<file path="config.mk">
export PLATFORM = sky130hd
export DESIGN_NAME = instr_fetch_flat
export DESIGN_NICKNAME = d
export VERILOG_FILES = /design/src/rtl/instr_fetch_if.sv /design/src/rtl/instr_fetch.sv /design/src/flat_wrapper.sv
export SDC_FILE = /design/constraint.sdc
export NUM_CORES = 1
export LEC_CHECK = 0
export ABC_AREA = 1
export ABC_CLOCK_PERIOD_IN_PS = 3430
export CAP_MARGIN = 20
export CORE_ASPECT_RATIO = 0.9
export CORE_MARGIN = 5
export CORE_UTILIZATION = 35
export CTS_BUF_LIST = sky130_fd_sc_hd__clkbuf_4 sky130_fd_sc_hd__clkbuf_8 sky130_fd_sc_hd__clkbuf_16
export DETAILED_ROUTE_END_ITERATION = 6
export GPL_TIMING_DRIVEN = 0
export MAX_ROUTING_LAYER = met4
export PLACE_DENSITY_LB_ADDON = 0.15
export SYNTH_ARGS = -nofsm -noshare
export SYNTH_HDL_FRONTEND = slang
export SYNTH_SLANG_ARGS = --single-unit
export TNS_END_PERCENT = 50
</file>
<file path="constraint.sdc">
create_clock -name clk -period 3.43 [get_ports clk]
set_clock_uncertainty 0.1 [all_clocks]
set_input_delay 0.686 -clock clk [delete_from_list [all_inputs] [get_ports clk]]
set_output_delay 0.686 -clock clk [all_outputs]
set_load 0.03 [all_outputs]
</file>
<file path="src/rtl/instr_fetch_if.sv">
// Instruction memory fetch bus: request (rd_en/addr) out, word and ready back.
interface instr_fetch_if;
  logic        imem_rd_en;
  logic [15:0] imem_addr;
  logic [15:0] imem_data;
  logic        imem_rdy;

  modport master (
    output imem_rd_en,
    output imem_addr,
    input  imem_data,
    input  imem_rdy
  );

  modport slave (
    input  imem_rd_en,
    input  imem_addr,
    output imem_data,
    output imem_rdy
  );
endinterface

</file>
<file path="src/rtl/instr_fetch.sv">
// Instruction fetch stage: PC register, IF/ID register and a RUN/WAIT/HALTED FSM.
// Fetch has zero-cycle latency when memory is ready; misses insert bubbles.
module instr_fetch #(
  parameter logic [15:0] NOP_INSTR = 16'h0000,
  parameter logic [15:0] RESET_PC  = 16'h0000
) (
  input  logic                clk,
  input  logic                rst,
  input  logic                stall,
  input  logic                j_ctrl,
  input  logic [15:0]         j_pc,
  input  logic                br_taken,
  input  logic [15:0]         br_pc,
  instr_fetch_if.master       imem,
  output logic [15:0]         instr,
  output logic [15:0]         pc_out,
  output logic                valid,
  output logic                mem_wait,
  output logic                halted
);

  typedef enum logic [1:0] {StRun, StWait, StHalted} state_e;

  state_e      state_q, state_d;
  logic [15:0] pc_q, pc_d;
  logic [15:0] instr_q, instr_d;
  logic [15:0] pc_out_q, pc_out_d;
  logic        valid_q, valid_d;

  logic        redirect;
  logic [15:0] target;

  // Branch from EX is older than a jump from ID, so it wins.
  assign redirect = br_taken | j_ctrl;
  assign target   = br_taken ? br_pc : j_pc;

  // Next-state and IF/ID update; redirect overrides stall and halt detection.
  always_comb begin
    state_d  = state_q;
    pc_d     = pc_q;
    instr_d  = instr_q;
    pc_out_d = pc_out_q;
    valid_d  = valid_q;
    if (redirect) begin
      pc_d    = target;
      instr_d = NOP_INSTR;
      valid_d = 1'b0;
      state_d = StRun;
    end else if (!stall) begin
      unique case (state_q)
        StRun, StWait: begin
          if (imem.imem_rdy) begin
            instr_d  = imem.imem_data;
            pc_d     = pc_q + 16'd1;
            pc_out_d = pc_q + 16'd1;
            valid_d  = 1'b1;
            state_d  = (imem.imem_data[15:12] == 4'b1111) ? StHalted : StRun;
          end else begin
            instr_d = NOP_INSTR;
            valid_d = 1'b0;
            state_d = StWait;
          end
        end
        StHalted: begin
          instr_d = NOP_INSTR;
          valid_d = 1'b0;
        end
        default: state_d = StRun;
      endcase
    end
  end

  // State, PC and IF/ID registers with asynchronous reset.
  always_ff @(posedge clk or posedge rst) begin
    if (rst) begin
      state_q  <= StRun;
      pc_q     <= RESET_PC;
      instr_q  <= NOP_INSTR;
      pc_out_q <= 16'h0000;
      valid_q  <= 1'b0;
    end else begin
      state_q  <= state_d;
      pc_q     <= pc_d;
      instr_q  <= instr_d;
      pc_out_q <= pc_out_d;
      valid_q  <= valid_d;
    end
  end

  // Moore status outputs and the fetch request.
  always_comb begin
    mem_wait        = (state_q == StWait);
    halted          = (state_q == StHalted);
    imem.imem_rd_en = !rst && !stall && (state_q != StHalted);
    imem.imem_addr  = pc_q;
    instr           = instr_q;
    pc_out          = pc_out_q;
    valid           = valid_q;
  end

endmodule

</file>
<file path="src/flat_wrapper.sv">
// flat-port wrapper written by rule: the top's interface ports become plain ports
module instr_fetch_flat 
#(
  parameter logic [15:0] NOP_INSTR = 16'h0000,
  parameter logic [15:0] RESET_PC  = 16'h0000
)
  (clk, rst, stall, j_ctrl, j_pc, br_taken, br_pc, instr, pc_out, valid, mem_wait, halted, imem_imem_rd_en, imem_imem_addr, imem_imem_data, imem_imem_rdy);
  instr_fetch_if imem_i ();
  input  logic clk;
  input  logic rst;
  input  logic stall;
  input  logic j_ctrl;
  input  logic [15:0] j_pc;
  input  logic br_taken;
  input  logic [15:0] br_pc;
  output logic [15:0] instr;
  output logic [15:0] pc_out;
  output logic valid;
  output logic mem_wait;
  output logic halted;
  output wire logic [$bits(imem_i.imem_rd_en)-1:0] imem_imem_rd_en;
  output wire logic [$bits(imem_i.imem_addr)-1:0] imem_imem_addr;
  input wire logic [$bits(imem_i.imem_data)-1:0] imem_imem_data;
  input wire logic [$bits(imem_i.imem_rdy)-1:0] imem_imem_rdy;
  assign imem_imem_rd_en = imem_i.imem_rd_en;
  assign imem_imem_addr = imem_i.imem_addr;
  assign imem_i.imem_data = imem_imem_data;
  assign imem_i.imem_rdy = imem_imem_rdy;
  instr_fetch #(.NOP_INSTR(NOP_INSTR), .RESET_PC(RESET_PC)) u_core (.clk(clk), .rst(rst), .stall(stall), .j_ctrl(j_ctrl), .j_pc(j_pc), .br_taken(br_taken), .br_pc(br_pc), .imem(imem_i), .instr(instr), .pc_out(pc_out), .valid(valid), .mem_wait(mem_wait), .halted(halted));
endmodule
</file>
==> results.txt <==
outcome: completed
Die Area: 9760 µm²
yosys warns: 0
total CTS buffers: 5
largest family of logic cells by synthesized area: simple AND/OR/NAND/NOR gates
Filler cells: 748
gr usage total: 16.7%
worst-path fanout max: 4
largest net degree at the start of global routing: 32
io pins: 106
Setup Buffers After CTS: 0
Via Count: 2643
worst path arrival time: 2.11 ns
Power Dens Cells: 429 nW/µm²
Die Y: 94.2 µm
total grt overflow: 0
RR Startpoint: u_core.imem.imem_addr[0]$_DFFE_PP0P_
Wirelength per Cell: 13.6 µm
post-synthesis mux area share: 0%
antenna-violating nets left: 0
static leakage: 1.81 nW
Ant. Diodes: 0
CTS root buf: clkbuf_8
most frequent cells in the layout: nand2_1, clkdlybuf4s50_1, dfrtp_1, inv_1, o21ai_0
placed cells: 561
worst-skew pair later-pin latency: 0.30 ns
top-area cell type share of the netlist area: 46.3%
top post-synthesis cells by area: dfrtp_1, nand2_1, inv_1
Hold WS: 0.382 ns
vias in the first global route: 2659
flop-to-flop setup slack: 1.78 ns
Yosys reg bits: 51
RSZ-0062 raised after global routing: no
leading cell type in the layout, fill and taps excluded: nand2_1
PortBufs: 104
CTS tree: done
H-tree depth: 2
Synth Area in Adders: 0.454%
crit path time final: 2.89 ns
post-synthesis xor/xnor area fraction: 2.22%
Hold Path Class: reg -> reg
hold path start: u_core.pc_out[11]$_DFFE_PP0P_
Sink Count: 51
initial antenna violation count: 0
Syn Inst Count: 360
WP data required: 2.64 ns
VDD IR max: 0.000160 V
maximum capacitance violations: 0
Seq/Total Area, Yosys: 46.3%
Final Net Count: 527
hold violation total from the final report: 0
Area Growth Syn to Fin: 46.6%
# setup viols final: 0
Net Count, Synth: 415
Row Count: 30
syn_area_per_cell: 7.66 µm²
max frequency: 346 MHz
post-cts sizing count: 0
GPL Wtd Cong: 0.831
post-synthesis simple-gate area fraction: 29.3%
Die W: 104 µm
detailed placement HPWL: 6290 µm
Hold EP: u_core.pc_out[11]$_DFFE_PP0P_
setup_tns: 0 ns
Initial Util: 36.2%
Synth area leader: dfrtp_1
Longest Clk Path Bufs: 2
mapped cell area: 2760 µm²
share of layout cells above drive strength 1: 7.82%
crit start category: input port
non-filler instance count after layout: 569
DR DRC count: 0
Worst-path clk slew: 0.09 ns
Final Cycle Share: 84.4%
critical path endpoint category: output port
starting DRC count in detailed routing: 132
Slew headroom: 66.7%
post-cts hold buffer count: 0
Yosys cell types: 35
max-slew violation total from the final report: 0
first drt pass iteration count: 4
first-pass GRT wire length: 13000 µm
Synth Area in Compound Gates: 12.6%
Reg-to-Reg End: u_core.imem.imem_addr[8]$_DFFE_PP0P_
worst-margin pin slew: 0.499 ns
kind of critical path: in -> out
reg2reg path depth: 8
final wirelength: 7760 µm
vias per std cell: 4.64
Min-Delay Path Depth: 2
Core ar.: 7620 µm²
## area by class of cell
class                           instances  area (µm²)  share of cell area [%]
Sequential cell                        51        1280                    31.6
Multi-Input combinational cell        254        1230                    30.4
Timing Repair Buffer                  105        1060                    26.2
Inverter                               41         156                    3.87
Tap cell                               96         120                    2.97
Clock buffer                            7        96.3                    2.38
Buffer                                 14        96.3                    2.38
Clock inverter                          1        7.51                   0.186
## power by group
part / internal, W / switching (W)
combinational: 0.000264 / 0.000344
sequential: 0.000677 / 0.0000672
clock: 0.000184 / 0.000197
## cell families after synthesis
family          Yosys count
compound gates           59
simple gates            187
xor+xnor                  7
flops                    51
fa+ha+maj                 1
buf+inv                  55
## per-layer routing
metal	wire length (µm)	up-vias	share of wire, %	GRT usage, %
li1	-	1363	-	-
met1	3920	1200	50	22.7
met2	3450	78	44	26.1
met3	360	2	4.6	2.47
met4	39	0	0.50	4.59
met5	0	-	0	-
## worst max path at each step
stage,start,endpoint,cells past startpoint
CTS,stall,imem_imem_rd_en,3
floorplan,stall,imem_imem_rd_en,1
global route,stall,imem_imem_rd_en,3
finish,stall,imem_imem_rd_en,3
detailed placement,stall,imem_imem_rd_en,3
global placement,rst,u_core.pc_out[13]$_DFFE_PP0P_,2
## worst max-delay path: stages
cell	delay (ns)
clkdlybuf4s50_1	0.50
nor3_1	0.23
clkdlybuf4s50_1	0.70
## through the flow
stage / power [W] / instance area, µm² / utilization, % / worst slack (ns)
floorplan: 0.00108 / 2760 / - / 1.26
global placement: 0.00136 / 3920 / 51.4 / 0.302
detailed placement: 0.00137 / 3940 / 51.7 / 0.544
CTS: 0.00176 / 4040 / 53.1 / 0.525
global route: 0.00183 / 4040 / 53.1 / 0.463
finish: 0.00173 / 4040 / 53.1 / 0.536
## cell usage after synthesis, drive strengths merged
| cell type | n |
|---|---|
| nand2 | 131 |
| dfrtp | 51 |
| inv | 41 |
| o21ai | 31 |
| nand3 | 26 |
| nor2 | 23 |
| a21oi | 17 |
| buf | 13 |
| xor2 | 5 |
| a31oi | 4 |
| nand4 | 3 |
| o21a | 3 |
| nor3 | 2 |
| xnor2 | 2 |
| a211oi | 1 |
| clkbuf | 1 |
| ha | 1 |
| nand3b | 1 |
| o211ai | 1 |
| o22ai | 1 |
| o32ai | 1 |
| or2 | 1 |
## state kept, by name, indices dropped and copies added, names as in the netlist
signal / flops
u_core.imem.imem_addr: 16
u_core.instr: 16
u_core.pc_out: 16
u_core.state_q: 2
u_core.valid: 1
(Power assumes the default switching activity.)
